**src/rtl/ddr_burst_arbiter_pkg.sv**
```systemverilog
// ddr_arb_pkg: shared constants and helpers for ddr_burst_arbiter.
//   - FSM state encoding (IDLE / ISSUE / BUSY)
//   - source identifiers (P0W, P0R, P1W, P1R)
//   - is_wr(): true when a source id names a write requester
package ddr_arb_pkg;

    localparam logic [1:0] ST_IDLE  = 2'd0;
    localparam logic [1:0] ST_ISSUE = 2'd1;
    localparam logic [1:0] ST_BUSY  = 2'd2;

    localparam logic [1:0] SRC_P0W = 2'd0;
    localparam logic [1:0] SRC_P0R = 2'd1;
    localparam logic [1:0] SRC_P1W = 2'd2;
    localparam logic [1:0] SRC_P1R = 2'd3;

    // Even source ids are write requesters, odd ids are read requesters.
    function automatic logic is_wr(input logic [1:0] src);
        return (src[0] == 1'b0);
    endfunction

endpackage

```
**src/rtl/ddr_burst_arbiter_rr_pick4.sv**
```systemverilog
// rr_pick4: combinational 4-way round-robin picker.
//   req        in  4 : request vector, bit index = source id
//   last_grant in  2 : most recently served source
//   valid      out 1 : at least one request present
//   idx        out 2 : first requester after last_grant (wrapping mod 4)
module rr_pick4 (
    input  logic [3:0] req,
    input  logic [1:0] last_grant,
    output logic       valid,
    output logic [1:1-1+1] idx_unused_guard_n,
    output logic [1:0] idx
);
    import ddr_arb_pkg::*;

    assign idx_unused_guard_n = 1'b0;

    // Walk offsets from 4 down to 1 so the smallest offset (last_grant+1)
    // is assigned last and therefore wins; offset 4 is last_grant itself.
    always_comb begin
        logic [1:0] cand;
        valid = 1'b0;
        idx   = 2'd0;
        cand  = 2'd0;
        for (int k = 4; k >= 1; k--) begin
            cand = last_grant + k[1:0];
            if (req[cand]) begin
                valid = 1'b1;
                idx   = cand;
            end else begin
                valid = valid;
            end
        end
    end

endmodule

```
**src/rtl/ddr_burst_arbiter.sv**
```systemverilog
// ddr_burst_arbiter: shares one DDR burst engine (write + read master)
// between two ports, each with a write and a read burst requester.
// Exactly one burst is outstanding; sources are served round-robin.
//   ui_clk / ui_rst_n          : clock, async active-low reset
//   wr_/rd_burst_req/addr/len_n: level requests and commands from port n
//   wr_/rd_ready_n             : port may request (high only in IDLE)
//   wr_fifo_re_n / rd_fifo_we_n: engine strobes gated to the granted source
//   wr_fifo_data_n / rd_fifo_data_n : write data in, read data broadcast
//   wr_/rd_burst_finish_n      : engine finish routed to granted source
//   m_*                        : command/strobe/data interface to the engine
//   grant_id, busy, proto_err  : status (proto_err sticky on bad finish)
module ddr_burst_arbiter
    import ddr_arb_pkg::*;
#(
    parameter int AW = 32,
    parameter int LW = 10,
    parameter int DW = 64
) (
    input  logic          ui_clk,
    input  logic          ui_rst_n,
    input  logic          wr_burst_req_0,
    input  logic [AW-1:0] wr_burst_addr_0,
    input  logic [LW-1:0] wr_burst_len_0,
    output logic          wr_ready_0,
    output logic          wr_fifo_re_0,
    input  logic [DW-1:0] wr_fifo_data_0,
    output logic          wr_burst_finish_0,
    input  logic          rd_burst_req_0,
    input  logic [AW-1:0] rd_burst_addr_0,
    input  logic [LW-1:0] rd_burst_len_0,
    output logic          rd_ready_0,
    output logic          rd_fifo_we_0,
    output logic [DW-1:0] rd_fifo_data_0,
    output logic          rd_burst_finish_0,
    input  logic          wr_burst_req_1,
    input  logic [AW-1:0] wr_burst_addr_1,
    input  logic [LW-1:0] wr_burst_len_1,
    output logic          wr_ready_1,
    output logic          wr_fifo_re_1,
    input  logic [DW-1:0] wr_fifo_data_1,
    output logic          wr_burst_finish_1,
    input  logic          rd_burst_req_1,
    input  logic [AW-1:0] rd_burst_addr_1,
    input  logic [LW-1:0] rd_burst_len_1,
    output logic          rd_ready_1,
    output logic          rd_fifo_we_1,
    output logic [DW-1:0] rd_fifo_data_1,
    output logic          rd_burst_finish_1,
    output logic          m_wr_burst_req,
    output logic [AW-1:0] m_wr_burst_addr,
    output logic [LW-1:0] m_wr_burst_len,
    input  logic          m_wr_ready,
    input  logic          m_wr_fifo_re,
    output logic [DW-1:0] m_wr_fifo_data,
    input  logic          m_wr_burst_finish,
    output logic          m_rd_burst_req,
    output logic [AW-1:0] m_rd_burst_addr,
    output logic [LW-1:0] m_rd_burst_len,
    input  logic          m_rd_ready,
    input  logic          m_rd_fifo_we,
    input  logic [DW-1:0] m_rd_fifo_data,
    input  logic          m_rd_burst_finish,
    output logic [1:0]    grant_id,
    output logic          busy,
    output logic          proto_err
);

    logic [1:0]    state_q, state_d;
    logic [1:0]    grant_q, grant_d;
    logic [1:0]    last_q, last_d;
    logic [AW-1:0] addr_q, addr_d;
    logic [LW-1:0] len_q, len_d;
    logic          perr_q, perr_d;

    logic          pick_valid_s;
    logic [1:0]    pick_idx_s;
    logic [0:0]    pick_guard_s;
    logic [AW-1:0] src_addr_s;
    logic [LW-1:0] src_len_s;
    logic          grant_wr_s, idle_s, busy_s, in_busy_s;
    logic          eng_ready_s, own_finish_s, bad_finish_s;

    rr_pick4 u_pick (
        .req                (({rd_burst_req_1, wr_burst_req_1, rd_burst_req_0, wr_burst_req_0})),
        .last_grant         (last_q),
        .valid              (pick_valid_s),
        .idx_unused_guard_n (pick_guard_s),
        .idx                (pick_idx_s)
    );

    assign grant_wr_s   = is_wr(grant_q);
    assign idle_s       = (state_q == ST_IDLE);
    assign busy_s       = ~idle_s;
    assign in_busy_s    = (state_q == ST_BUSY);
    assign eng_ready_s  = grant_wr_s ? m_wr_ready : m_rd_ready;
    assign own_finish_s = grant_wr_s ? m_wr_burst_finish : m_rd_burst_finish;
    // Any finish outside BUSY, or from the engine side not owning the burst.
    assign bad_finish_s = (m_wr_burst_finish & ~(in_busy_s &  grant_wr_s)) |
                          (m_rd_burst_finish & ~(in_busy_s & ~grant_wr_s));

    // Select the command of the source the picker chose.
    always_comb begin
        case (pick_idx_s)
            SRC_P0W: begin src_addr_s = wr_burst_addr_0; src_len_s = wr_burst_len_0; end
            SRC_P0R: begin src_addr_s = rd_burst_addr_0; src_len_s = rd_burst_len_0; end
            SRC_P1W: begin src_addr_s = wr_burst_addr_1; src_len_s = wr_burst_len_1; end
            SRC_P1R: begin src_addr_s = rd_burst_addr_1; src_len_s = rd_burst_len_1; end
            default: begin src_addr_s = {AW{1'b0}};      src_len_s = {LW{1'b0}};      end
        endcase
    end

    // Next-state logic: grant is committed at capture and not withdrawn.
    always_comb begin
        state_d = state_q;
        grant_d = grant_q;
        last_d  = last_q;
        addr_d  = addr_q;
        len_d   = len_q;
        perr_d  = perr_q | bad_finish_s;
        case (state_q)
            ST_IDLE: begin
                if (pick_valid_s) begin
                    state_d = ST_ISSUE;
                    grant_d = pick_idx_s;
                    addr_d  = src_addr_s;
                    len_d   = src_len_s;
                end else begin
                    state_d = ST_IDLE;
                end
            end
            ST_ISSUE: begin
                if (eng_ready_s) begin
                    state_d = ST_BUSY;
                end else begin
                    state_d = ST_ISSUE;
                end
            end
            ST_BUSY: begin
                if (own_finish_s) begin
                    state_d = ST_IDLE;
                    last_d  = grant_q;
                end else begin
                    state_d = ST_BUSY;
                end
            end
            default: state_d = ST_IDLE;
        endcase
    end

    // State registers; last_grant resets to P1R so P0W is served first.
    always_ff @(posedge ui_clk or negedge ui_rst_n) begin
        if (!ui_rst_n) begin
            state_q <= ST_IDLE;
            grant_q <= SRC_P0W;
            last_q  <= SRC_P1R;
            addr_q  <= {AW{1'b0}};
            len_q   <= {LW{1'b0}};
            perr_q  <= 1'b0;
        end else begin
            state_q <= state_d;
            grant_q <= grant_d;
            last_q  <= last_d;
            addr_q  <= addr_d;
            len_q   <= len_d;
            perr_q  <= perr_d;
        end
    end

    // Write data comes from the granted write port, zero otherwise.
    always_comb begin
        if (busy_s && (grant_q == SRC_P0W)) begin
            m_wr_fifo_data = wr_fifo_data_0;
        end else if (busy_s && (grant_q == SRC_P1W)) begin
            m_wr_fifo_data = wr_fifo_data_1;
        end else begin
            m_wr_fifo_data = {DW{1'b0}};
        end
    end

    assign m_wr_burst_req  = (state_q == ST_ISSUE) &  grant_wr_s & m_wr_ready;
    assign m_rd_burst_req  = (state_q == ST_ISSUE) & ~grant_wr_s & m_rd_ready;
    assign m_wr_burst_addr = addr_q;
    assign m_wr_burst_len  = len_q;
    assign m_rd_burst_addr = addr_q;
    assign m_rd_burst_len  = len_q;

    assign wr_ready_0 = idle_s;
    assign rd_ready_0 = idle_s;
    assign wr_ready_1 = idle_s;
    assign rd_ready_1 = idle_s;

    assign wr_fifo_re_0 = m_wr_fifo_re & busy_s & (grant_q == SRC_P0W);
    assign wr_fifo_re_1 = m_wr_fifo_re & busy_s & (grant_q == SRC_P1W);
    assign rd_fifo_we_0 = m_rd_fifo_we & busy_s & (grant_q == SRC_P0R);
    assign rd_fifo_we_1 = m_rd_fifo_we & busy_s & (grant_q == SRC_P1R);
    assign rd_fifo_data_0 = m_rd_fifo_data;
    assign rd_fifo_data_1 = m_rd_fifo_data;

    assign wr_burst_finish_0 = m_wr_burst_finish & in_busy_s & (grant_q == SRC_P0W);
    assign wr_burst_finish_1 = m_wr_burst_finish & in_busy_s & (grant_q == SRC_P1W);
    assign rd_burst_finish_0 = m_rd_burst_finish & in_busy_s & (grant_q == SRC_P0R);
    assign rd_burst_finish_1 = m_rd_burst_finish & in_busy_s & (grant_q == SRC_P1R);

    assign grant_id  = grant_q;
    assign busy      = busy_s;
    assign proto_err = perr_q;

endmodule

```
**config.mk**
```make
export PLATFORM = sky130hd
export DESIGN_NAME = ddr_burst_arbiter
export DESIGN_NICKNAME = d
export VERILOG_FILES = /design/src/rtl/ddr_burst_arbiter_pkg.sv /design/src/rtl/ddr_burst_arbiter_rr_pick4.sv /design/src/rtl/ddr_burst_arbiter.sv
export SDC_FILE = /design/constraint.sdc
export NUM_CORES = 1
export LEC_CHECK = 0
export CAP_MARGIN = 20
export CORE_AREA = 2 2 257 259
export CTS_CLUSTER_SIZE = 16
export DETAILED_ROUTE_END_ITERATION = 10
export DIE_AREA = 0 0 259 261
export SLEW_MARGIN = 20
export SYNTH_ARGS = -nofsm -noshare
export SYNTH_HDL_FRONTEND = slang
export SYNTH_HIERARCHICAL = 1
export SYNTH_SLANG_ARGS = --single-unit
```
**constraint.sdc**
```tcl
create_clock -name ui_clk -period 2.14 [get_ports ui_clk]
set_input_delay 0.428 -clock ui_clk [delete_from_list [all_inputs] [get_ports ui_clk]]
set_output_delay 0.428 -clock ui_clk [all_outputs]
set_load 0.005 [all_outputs]
```
# Word level (Yosys, flattened, before mapping)
# Index checks and enable logic that the tools add are counted.
classes:
  add_sub_neg: 3
  n_mux: 26
  n_lt_le_gt_ge: 4
  bitwise: 26
  eq_ne: 8
  n_reduce_logical: 7
op_table:
  columns: ["cell", "n"]
  rows:
  - ["64-bit two-way mux", 2]
  - ["32-bit one-hot mux with 4 select lines", 1]
  - ["10-bit one-hot mux with 4 select lines", 1]
  - ["1-bit bitwise AND", 20]
  - ["2-bit by 3-bit less-than comparator with 1-bit output (second input constant)", 4]
  - ["2-bit two-way mux", 6]
  - ["1-bit two-way mux", 11]
  - ["2-bit equality test (second input constant)", 5]
  - ["1-bit binary-select mux with 2-bit select", 4]
  - ["2-bit by 1-bit equality test with 1-bit output (second input constant)", 3]
  - ["2-bit logical NOT", 3]
  - ["2-bit one-hot mux with 3 select lines", 1]
  - ["2-bit adder (second input constant)", 2]
  - ["1-bit inverter", 4]
  - ["2-bit AND reduction", 2]
  - ["2-bit by 1-bit adder with 2-bit output (second input constant)", 1]
  - ["1-bit logical AND", 2]
  - ["1-bit bitwise OR", 2]
totals:
  word_cells: 80
  reg_bits: 49
  out_inout_bits: 294

# Depth between registers and ports, before layout
logic_depth:
  ltp_word: 8
  mapped_depth: 8
  ltp_nobuf: 5

# Hierarchy
# Netlist, hierarchy kept.
by_module_without_submodules:
  columns: ["module", "instances", "cells_per_inst", "area_each_um2"]
  rows:
  - ["ddr_burst_arbiter", 1, 538, 5210.0]
  - ["rr_pick4", 1, 16, 102.6]

# Least setup slack after synthesis
# No wires, ideal clock.
synth_timing:
  path_type: "flip-flop to flip-flop"
  start: "register last_q[1]"
  end: "register addr_q[0] (netlist: m_rd_burst_addr[0])"
  path_stages_with_launch: 8
  setup_slack_ns: 0.372
  arrival_ns: 1.635
  setup_time_ns: 0.133
  required_ns: 2.007
  path_cell_list: "dfstp_2 a31oi_1 a21oi_1 buf_2 buf_4 buf_2 mux2i_1 o221ai_2"
synth_via:
  elab_chain_len: 8
  word_cells_on_any_way: 25
  classes_between: "add/sub: 3; eq/ne: 3; mux: 17; reduce/logical: 2"
synth_lines:
  columns: ["element", "line_no", "source"]
  rows:
  - ["start, declared", "ddr_burst_arbiter.sv:70", "logic [1:0] last_q, last_d;"]
  - ["start signal, assigned", "ddr_burst_arbiter.sv:162", "last_q <= last_d;"]
  - ["2-bit adder / 1-bit binary-select mux with 2-bit select (equally long branches)", "ddr_burst_arbiter_rr_pick4.sv:25, ddr_burst_arbiter_rr_pick4.sv:26", null]
  - ["1-bit binary-select mux with 2-bit select / 1-bit two-way mux (equally long branches)", "ddr_burst_arbiter_rr_pick4.sv:26", "if (req[cand]) begin"]
  - ["1-bit two-way mux (implied by the code) / 2-bit two-way mux (equally long branches)", "ddr_burst_arbiter_rr_pick4.sv:26", null]
  - ["2-bit two-way mux (2 in a row)", "ddr_burst_arbiter_rr_pick4.sv:26", null]
  - ["2-bit two-way mux *", "ddr_burst_arbiter_rr_pick4.sv:26", null]
  - ["via pick_idx_s[1]", "ddr_burst_arbiter.sv:76", "logic [1:0] pick_idx_s;"]
  - ["2-bit equality test (tied with other cells)", "ddr_burst_arbiter.sv:103", "case (pick_idx_s)"]
  - ["32-bit one-hot mux with 4 select lines *", "ddr_burst_arbiter.sv:103", null]
  - ["end signal, assigned", "ddr_burst_arbiter.sv:156", "addr_q <= {AW{1'b0}};"]
  - ["end signal, assigned", "ddr_burst_arbiter.sv:163", "addr_q <= addr_d;"]
  - ["end, declared", "ddr_burst_arbiter.sv:71", "logic [AW-1:0] addr_q, addr_d;"]
# Mark *: on every way through the listed nets, which the timed path passes. The rest lies on a longest branch. The select of a mux whose other input is x is not followed.
# A chain may end at the register's enable or synchronous reset.

# Worst setup path in the final report
layout_timing:
  start: "register state_q[1]"
  end: "output m_wr_fifo_data[55]"
layout_via:
  elab_chain_len: 5
  word_cells_on_any_way: 6
  classes_between: "mux: 2; bitwise: 1; reduce/logical: 3"
layout_lines:
  columns: ["element", "line_no", "source"]
  rows:
  - ["start, declared", "ddr_burst_arbiter.sv:68", "logic [1:0] state_q, state_d;"]
  - ["start signal, assigned", "ddr_burst_arbiter.sv:160", "state_q <= state_d;"]
  - ["2-bit logical NOT *", "ddr_burst_arbiter.sv:92", "assign idle_s = (state_q == ST_IDLE);"]
  - ["1-bit inverter *", "ddr_burst_arbiter.sv:93", "assign busy_s = ~idle_s;"]
  - ["1-bit logical AND", "ddr_burst_arbiter.sv:173", "end else if (busy_s && (grant_q == SRC_P1W)) begin"]
  - ["64-bit two-way mux", "ddr_burst_arbiter.sv:173", null]
  - ["64-bit two-way mux *", "ddr_burst_arbiter.sv:171", "if (busy_s && (grant_q == SRC_P0W)) begin"]
  - ["end, declared", "ddr_burst_arbiter.sv:54", "output logic [DW-1:0] m_wr_fifo_data,"]
# Mark *: on every way between the ends. The rest lies on a longest branch, timed or not.

==> flow_summary.ini <==
[run_status]
outcome = finished, violations left
violations = setup timing

[timing]
slew_headroom_pct = 71.6
period_share_pct = 108
skew_ns = 0.00837
hold_viol_final = 0
max_freq_mhz = 433
worst_pin_slew_ns = 0.414
finalMaxSlewViolations = 0
whs_ns = 0.0899
finalWorstSetupSlack_ns = -0.170
setup_viol = 52
period_minus_slack_ns = 2.31
rsz0062_at_grt = true

[worst_setup_path]
crit_path_frequent_cell = buf_12
crit_type = reg -> out
setup.worst_path.start_class = flop
cp_slowest_stage_delay_ns = 0.42
worstSetupEndpointType = output pin
worst-path-max-fanout = 5
arrival_ns = 1.88
crit_chain = buf_6 -> o21ai_4 -> nor2_4 -> buf_12 -> buf_16 -> buf_12 -> a22o_1 -> buf_2
worstRegToRegCells = 7
worstPathRequired_ns = 1.71
slowest_stage = dfrtp_1

[global_route]
grt_pass1_wl_um = 41500
grt_use_total_pct = 8.80
grt_pass1_vias = 5802
grt_max_degree = 30
antenna_found_initial = 14
overflow = 0

[floorplan]
die_w_um = 259
design.die.area_um2 = 67600
core_area_um2 = 65000
initial_utilization_pct = 8.15
row_count = 94
die_y_um = 261
pin_count = 666

[placed_design]
gp_routability_congestion = 0.765
placed_area_um2 = 10000
portBuffers = 473
dp_hpwl_um = 24200

[logic_synthesis]
yosysWarnings = 6
syn-mean-instance-area_um2 = 9.60
netlist_area_um2 = 5300
synthCells = 552
syn-num-nets = 924

[detailed_routing]
wire_per_inst_um = 17.7
vias = 5600
drc = 0
drtIter0Drc = 150
firstDrtPassIters = 4
wl_met3_um = 3580
wl_met1_um = 10700
wirelength_um = 31300
post_drt_via_cell_ratio = 3.16
ant_nets = 0
met2_wirelength_um = 16000
dr.max_layer_used = met5

[layout]
layout-drive-gt1-share_pct = 24.4
area_growth_pct = 101
multi_input_area_um2 = 2640
stdcell_area_um2 = 10700
regArea_um2 = 1230
final.fill_count = 7158
nNetsFinal = 1273

[power_and_ir_drop]
finalPower_mw = 12.0
irDropWorstVdd_uv = 394
p_leak_nw = 4.22
p_per_area_nw_per_um2 = 1120

[cts]
cts_made_buffers = 5
clock_path_buffers = 2
cts.sinks = 49
htree_levels = 2
cts_root_buf = clkbuf_16
clk_pin_slew_ns = 0.09
worstSkewPairLatency_ns = 0.33
cts_tree = done

[hold_path]
holdCritPathClass = in -> async

[run]
max_cap_viol_count = 0
[state kept, by name, indices dropped and copies added, names as in the netlist]
signal and flops:
last_q 2, proto_err 1, grant_id 2, m_rd_burst_addr 32, state_q 2, m_rd_burst_len 10
[layer usage]
| metal | up-vias | track usage (%) |
|---|---|---|
| met5 | - | 0 |
| met4 | 6 | 3.61 |
| met3 | 64 | 3.69 |
| met2 | 403 | 16.2 |
| met1 | 2595 | 8.73 |
| li1 | 2532 | - |
[cells in the final DEF (no fill, tap or decap), types with 5 or more instances in the layout]
cell type / n
clkdlybuf4s50_1: 397
buf_12: 15
clkdlybuf4s15_1: 6
diode_2: 6
a21oi_1: 5
dlygate4sd2_1: 5
nand2_1: 49
buf_16: 10
buf_6: 15
dfrtp_1: 45
buf_4: 42
mux2i_1: 87
nor2_1: 8
o221ai_2: 40
buf_2: 58
a22o_1: 62
clkbuf_16: 5
[final timing paths]
check                                 startpoint                         endpoint  slack (ns)
min reg2reg                  proto_err$_DFF_PN0_              proto_err$_DFF_PN0_        0.50
min                                     ui_rst_n   m_rd_burst_addr[4]$_DFFE_PN0P_        0.09
max                         state_q[1]$_DFF_PN0_               m_wr_fifo_data[55]       -0.17
min in group ui_clk          proto_err$_DFF_PN0_              proto_err$_DFF_PN0_        0.50
max in group asynchronous               ui_rst_n  m_rd_burst_addr[27]$_DFFE_PN0P_        1.66
max reg2reg                last_q[1]$_DFFE_PN1P_    m_rd_burst_len[6]$_DFFE_PN0P_        0.16
[power by group]
group          total [mW]  leakage [nW]  internal, mW  switching, mW
clock                1.03        0.0860         0.565          0.468
combinational        9.02          3.54          5.31           3.71
sequential           1.90         0.595          1.39          0.508
total                12.0          4.22          7.27           4.68
[cell type report]
class                      instances  area share (%)
inverter                           2          0.0705
multi-input combinational        288            24.8
clock buffer                       5            1.17
antenna                            6           0.141
timing repair buffer             555            51.6
tap                              864            10.2
clock inverter                     3           0.470
sequential                        49            11.6
[critical path: cells and delay by family, from the launching register on]
family,cells,cell delay (ns)
flip-flops,1,0.42
AO/OA/AOI/OAI,2,0.37
AND/OR/NAND/NOR,1,0.08
buffers and inverters,5,0.68
[through the flow]
step	util [%]	setup TNS, ns	setup WS (ns)	instances
4_1_cts	16.4	-8.34	-0.257	1766
3_5_place_dp	15.4	-11.12	-0.281	1724
5_1_grt	16.4	-8.04	-0.254	1769
6_report	16.4	-2.73	-0.170	1772
2_1_floorplan	-	0	0.372	552
3_3_place_gp	15.4	-8.02	-0.193	1724
[timing repair]
| action | CTS | global route |
|---|---|---|
| cloned | 12 | 0 |
| endpoints found under the setup margin | 79 | 77 |
| pin swaps | 34 | 11 |
| hold buffers | 0 | 0 |
| setup buffers | 24 | 3 |
| resized for setup | 299 | 22 |
(Power assumes the default switching activity.)
